`src/rtl/adder_pkg.sv`:
```
// Shared helpers for the segmented carry-select adder family.
package adder_pkg;

  function automatic int unsigned nseg(input int unsigned width, input int unsigned seg);
    return width / seg;
  endfunction

  function automatic bit seg_fits(input int unsigned width, input int unsigned seg);
    return (seg != 0) && (width % seg == 0);
  endfunction

endpackage

```
`src/rtl/select_segment.sv`:
```
// One carry-select slice: both carry-in hypotheses for a SEG-bit segment, with overflow terms.
module select_segment #(
  parameter int unsigned SEG = 8
) (
  input  logic [SEG-1:0] a_i,
  input  logic [SEG-1:0] b_i,
  output logic [SEG-1:0] sum0_o,
  output logic [SEG-1:0] sum1_o,
  output logic           c0_o,
  output logic           c1_o,
  output logic           ovf0_o,
  output logic           ovf1_o
);

  logic [SEG:0] s0, s1;

  assign s0 = {1'b0, a_i} + {1'b0, b_i};
  assign s1 = {1'b0, a_i} + {1'b0, b_i} + {{SEG{1'b0}}, 1'b1};

  assign sum0_o = s0[SEG-1:0];
  assign sum1_o = s1[SEG-1:0];
  assign c0_o   = s0[SEG];
  assign c1_o   = s1[SEG];
  // Carry into the MSB is recovered from the MSB sum bit.
  assign ovf0_o = (a_i[SEG-1] ^ b_i[SEG-1] ^ s0[SEG-1]) ^ s0[SEG];
  assign ovf1_o = (a_i[SEG-1] ^ b_i[SEG-1] ^ s1[SEG-1]) ^ s1[SEG];

endmodule

```
`src/rtl/select_adder_pipe.sv`:
```
// Pipelined carry-select adder/subtractor: stage 0 precomputes all segment pairs, stage j
// resolves segment j from the carry registered by stage j-1.
module select_adder_pipe
  import adder_pkg::*;
#(
  parameter int unsigned WIDTH = 32,
  parameter int unsigned SEG   = 8,
  parameter int unsigned CNT_W = 32
) (
  input  logic             clk,
  input  logic             rst,
  input  logic             in_valid,
  output logic             in_ready,
  input  logic [WIDTH-1:0] a,
  input  logic [WIDTH-1:0] b,
  input  logic             cin,
  input  logic             sub,
  output logic             out_valid,
  input  logic             out_ready,
  output logic [WIDTH-1:0] sum,
  output logic             cout,
  output logic             ovf,
  output logic             zero,
  output logic [CNT_W-1:0] op_count
);

  localparam int NSeg = int'(nseg(WIDTH, SEG));

  if (!seg_fits(WIDTH, SEG)) begin : g_bad_seg
    $error("WIDTH must be a non-zero multiple of SEG");
  end

  typedef struct packed {
    logic [SEG-1:0] sum0;
    logic [SEG-1:0] sum1;
    logic           c0;
    logic           c1;
    logic           ovf0;
    logic           ovf1;
  } seg_pair_t;

  logic             stall, accept, c_eff;
  logic [WIDTH-1:0] b_eff;
  seg_pair_t        pair_in [NSeg];

  logic [NSeg-1:0]  vld_q, vld_d, ld;
  logic [WIDTH-1:0] res_q [NSeg];
  logic [WIDTH-1:0] res_d [NSeg];
  logic             carry_q [NSeg];
  logic             carry_d [NSeg];
  logic             ovf_q [NSeg];
  logic             ovf_d [NSeg];
  seg_pair_t        pair_q [NSeg][NSeg];
  seg_pair_t        pair_d [NSeg][NSeg];
  logic             zero_q, zero_d;
  logic [CNT_W-1:0] cnt_q, cnt_d;

  assign stall    = vld_q[NSeg-1] & ~out_ready;
  assign in_ready = ~stall;
  assign accept   = in_valid & in_ready;
  assign b_eff    = sub ? ~b : b;
  assign c_eff    = sub | cin;

  for (genvar k = 0; k < NSeg; k++) begin : g_seg
    select_segment #(.SEG(SEG)) u_seg (
      .a_i    (a[k*SEG +: SEG]),
      .b_i    (b_eff[k*SEG +: SEG]),
      .sum0_o (pair_in[k].sum0),
      .sum1_o (pair_in[k].sum1),
      .c0_o   (pair_in[k].c0),
      .c1_o   (pair_in[k].c1),
      .ovf0_o (pair_in[k].ovf0),
      .ovf1_o (pair_in[k].ovf1)
    );
  end

  always_comb begin
    res_d   = res_q;
    carry_d = carry_q;
    ovf_d   = ovf_q;
    pair_d  = pair_q;
    zero_d  = zero_q;
    cnt_d   = cnt_q;

    // Data registers load only behind a valid beat so bubbles leave them untouched.
    ld[0] = accept;
    for (int j = 1; j < NSeg; j++) ld[j] = ~stall & vld_q[j-1];
    vld_d = stall ? vld_q : ld;

    if (ld[0]) begin
      pair_d[0]          = pair_in;
      res_d[0]           = '0;
      res_d[0][SEG-1:0]  = c_eff ? pair_in[0].sum1 : pair_in[0].sum0;
      carry_d[0]         = c_eff ? pair_in[0].c1 : pair_in[0].c0;
      ovf_d[0]           = c_eff ? pair_in[0].ovf1 : pair_in[0].ovf0;
    end

    for (int j = 1; j < NSeg; j++) begin
      if (ld[j]) begin
        pair_d[j]               = pair_q[j-1];
        res_d[j]                = res_q[j-1];
        res_d[j][j*SEG +: SEG]  = carry_q[j-1] ? pair_q[j-1][j].sum1 : pair_q[j-1][j].sum0;
        carry_d[j]              = carry_q[j-1] ? pair_q[j-1][j].c1 : pair_q[j-1][j].c0;
        ovf_d[j]                = carry_q[j-1] ? pair_q[j-1][j].ovf1 : pair_q[j-1][j].ovf0;
      end
    end

    if (ld[NSeg-1]) zero_d = (res_d[NSeg-1] == '0);
    if (vld_q[NSeg-1] && out_ready && !(&cnt_q)) cnt_d = cnt_q + 1'b1;
  end

  always_ff @(posedge clk) begin
    if (rst) begin
      vld_q  <= '0;
      zero_q <= 1'b0;
      cnt_q  <= '0;
      for (int j = 0; j < NSeg; j++) begin
        res_q[j]   <= '0;
        carry_q[j] <= 1'b0;
        ovf_q[j]   <= 1'b0;
        for (int k = 0; k < NSeg; k++) pair_q[j][k] <= '0;
      end
    end else begin
      vld_q   <= vld_d;
      res_q   <= res_d;
      carry_q <= carry_d;
      ovf_q   <= ovf_d;
      pair_q  <= pair_d;
      zero_q  <= zero_d;
      cnt_q   <= cnt_d;
    end
  end

  assign out_valid = vld_q[NSeg-1];
  assign sum       = res_q[NSeg-1];
  assign cout      = carry_q[NSeg-1];
  assign ovf       = ovf_q[NSeg-1];
  assign zero      = zero_q;
  assign op_count  = cnt_q;

endmodule

```
`config.mk`:
```
export PLATFORM = sky130hd
export DESIGN_NAME = select_adder_pipe
export DESIGN_NICKNAME = d
export VERILOG_FILES = /design/src/rtl/adder_pkg.sv /design/src/rtl/select_segment.sv /design/src/rtl/select_adder_pipe.sv
export SDC_FILE = /design/constraint.sdc
export NUM_CORES = 1
export LEC_CHECK = 0
export CELL_PAD_IN_SITES_DETAIL_PLACEMENT = 1
export CELL_PAD_IN_SITES_GLOBAL_PLACEMENT = 1
export CORE_ASPECT_RATIO = 2
export CORE_MARGIN = 4
export CORE_UTILIZATION = 45
export DETAILED_ROUTE_END_ITERATION = 7
export GPL_ROUTABILITY_DRIVEN = 0
export PLACE_DENSITY_LB_ADDON = 0.25
export SLEW_MARGIN = 10
export SYNTH_ARGS = -nofsm -noshare
export SYNTH_HDL_FRONTEND = slang
export SYNTH_SLANG_ARGS = --single-unit
```
`constraint.sdc`:
```
create_clock -name clk -period 6.2 [get_ports clk]
set_input_delay 1.24 -clock clk [delete_from_list [all_inputs] [get_ports clk]]
set_output_delay 1.24 -clock clk [all_outputs]
set_load 0.02 [all_outputs]
```
==> flow_summary.ini <==
[power]
vdd_drop_max_mv = 0.146
power.leakage_nw = 4.66
pwr_density_cell_mw_per_mm2 = 268

[timing]
slew_viol_final = 0
period_share_pct = 67.8
clock_skew_ps = 20.5
fin_tns_setup_ps = 0
maxClockFrequency_mhz = 238
finalHoldViolCount = 0
maxSlewHeadroom_pct = 21.9
rsz0062_at_grt = no
setup_ws_ps = 1990
min_period_ps = 4210
setup_violations = 0
tightest_slew_ps = 1170

[synth]
synth_top_area_share_pct = 42.3
syn_area_mm2 = 0.0112
ys_seq_area_share_pct = 42.3
yosysWarnings = 0
ys.flop_type = dfxtp_1
avgSynthCellArea_um2 = 8.22
muxShareOfSynthArea_pct = 2.60
synthCells = 1357
synth_xor_area_share_pct = 7.84
yosys.area_share.adder_pct = 5.09
synth.ff_latch_count = 236
ys_async_sr_fraction_pct = 0
yosysUniqueCellTypes = 67
synth_edf_count = 0
ys_top_cells_by_area = dfxtp_1 42%, nand2_1 9.6%, a21oi_1 7.0%
synth-simple-area-share_pct = 21.3
synth_top_family_by_area = simple AND/OR/NAND/NOR gates
synth_compound_area_share_pct = 15.3
synthesis.nets = 1470
synth.largest_area_cell = dfxtp_1

[detailed_routing]
postRouteAntennaNets = 0
vias = 9224
drt_iter0_drc = 454
routed_wl_um = 26600
vias_per_cell = 5.23
wl_per_cell_um = 15.1
dr.pass1.iters = 4
drc = 0

[setup_path]
startpoint_type = primary input
max_stage_delay_ps = 560
critical_path_class = primary input to flip-flop
crit_top_cell = nor3_1
worstPathRequired_ps = 6540
rrSetupSlack_ps = 3580
worstPathCellList = buf_2, xor2_1, ha_1, inv_1, fa_1, and3b_1, nor3_1, or4b_4, nor3_1, nand4_1, a211oi_1, nor4_2
arrival_ps = 4540
cp_slowest_cell = or4b_4
reg2reg_depth = 6
end_kind = flip-flop
crit_fanout = 27

[floorplanning]
fp.dieH_um = 231
dieArea_mm2 = 0.0275
core_mm2 = 0.0244
io_pins = 139
die_x_um = 119
core.rowCount = 81
start_util_pct = 45.7

[clock_network]
cts_resized = 0
worstSkewPairLatency_ps = 510
cts_buffers = 22
path_clk_slew_ps = 70
htree_levels = 1
cts_setup_buffers = 0
cts_hold_buf = 0
clockRootBuffer = clkbuf_16
cts.sinks = 236
cts_tree = built
ctsLongestPathBuffers = 3

[global_route]
antenna_found_initial = 0
grt_max_degree = 146
grt_pass1_vias = 9398
grt_overflow = 0
grt_first_pass_wirelength_um = 44900
grt_usage_pct = 19.1

[placement]
portBuffers = 138
dp_hpwl_um = 19600
pre_cts_ws_ps = 1430

[finish]
area_delta_synth_final_pct = 17.9
drive_gt1_share_pct = 4.34
nets = 1534
fill_cells = 2892
antenna_cells = 0

[hold_path]
hold_path.class = flip-flop to flip-flop
hold_depth = 2

[status]
status = finished clean

[job]
maxCapViolations = 0
-- worst paths after layout --
check	to	start
worst min-delay path	pair_q[192]$_SDFFE_PP0P_	pair_q[272]$_SDFFE_PP0P_
worst min register to register	pair_q[192]$_SDFFE_PP0P_	pair_q[272]$_SDFFE_PP0P_
worst max register to register	op_count[30]$_SDFFE_PP0P_	op_count[8]$_SDFFE_PP0P_
worst max-delay path	pair_q[240]$_SDFFE_PP0P_	sub
-- report_power, final --
| group | internal (mW) | switching [mW] | leakage [nW] |
|---|---|---|---|
| clock network | 0.715 | 0.544 | 0.327 |
| registers | 1.59 | 0.0471 | 1.92 |
| logic | 0.270 | 0.353 | 2.41 |
| total | 2.58 | 0.945 | 4.66 |
-- routing by layer --
| layer | vias up | share of wire, % | GRT usage (%) |
|---|---|---|---|
| li1 | 4712 | - | - |
| met1 | 4316 | 41 | 21.3 |
| met2 | 161 | 55 | 37.7 |
| met3 | 35 | 2.9 | 1.62 |
| met4 | 0 | 2.0 | 5.59 |
| met5 | - | 0 | 0 |
-- cells by family after synthesis --
| group | after synthesis |
|---|---|
| AO/OA/AOI/OAI | 281 |
| XOR/XNOR | 99 |
| adder cells (fa/ha/maj) | 43 |
| buffers and inverters | 132 |
| flip-flops | 236 |
| multiplexers | 29 |
| AND/OR/NAND/NOR | 537 |
-- layout make-up --
class                      count  area [um^2]  area share [%]
timing repair buffer         147         1450            11.0
multi-input combinational    989         5830            44.3
tap                          332          415            3.16
clock buffer                  30          642            4.88
sequential                   236         4720            35.9
inverter                      25         93.8           0.713
clock inverter                 3         15.0           0.114
-- state kept, by name, indices dropped and copies added, names as in the netlist --
register	count
carry_q	3
cout	1
op_count	32
ovf	1
pair_q	114
res_q	48
sum	32
vld_q	4
zero	1
-- per-stage QoR --
step / utilization [%] / power [mW] / cell area, um^2 / hold WS [ps] / std cells
after global placement: 51.2 / 2.28 / 12500 / 439 / 1729
after detailed placement: 51.2 / 2.30 / 12500 / 447 / 1729
after floorplan: - / 2.13 / 11200 / 420 / 1357
after global routing: 53.9 / 3.72 / 13200 / 469 / 1762
final: 53.9 / 3.52 / 13200 / 454 / 1762
after CTS: 53.9 / 3.57 / 13200 / 448 / 1762
-- placed cells by master, fill, tap and decap left out, types with 4 or more instances in the layout --
cell type / count
nor2b_1: 6
nand2_1: 284
nor3_1: 21
a21o_1: 12
or3_1: 11
xnor2_1: 46
nor2_1: 122
dfxtp_1: 236
clkdlybuf4s50_1: 136
clkbuf_16: 23
nand4_1: 12
and3_1: 9
xor2_1: 52
inv_1: 24
clkbuf_8: 4
nor4_1: 12
or2_2: 5
o21ai_1: 5
a21oi_1: 155
nand3_1: 22
buf_4: 9
fa_1: 4
a211oi_1: 56
ha_1: 39
mux2i_1: 29
and4_1: 5
o21ai_0: 17
-- critical path, delay by kind of cell --
kind | cells | cell delay (ps)
and+or+nand+nor | 6 | 1530
xor gates and xnor gates | 1 | 200
adders and majority gates | 2 | 640
buffers and inverters | 2 | 600
AOI/OAI and AO/OA | 1 | 300
-- cell usage after synthesis, types with 17 or more instances --
master and instances:
inv_1 24, o21ai_0 17, clkbuf_1 70, nand3_1 22, xnor2_1 46, ha_1 39, buf_4 32, dfxtp_1 236
xor2_1 52, mux2i_1 29, a21oi_1 155, a211oi_1 56, nor3_1 21, nor2_1 122, nand2_1 285
Note: power is estimated with default switching activity, not from simulation.
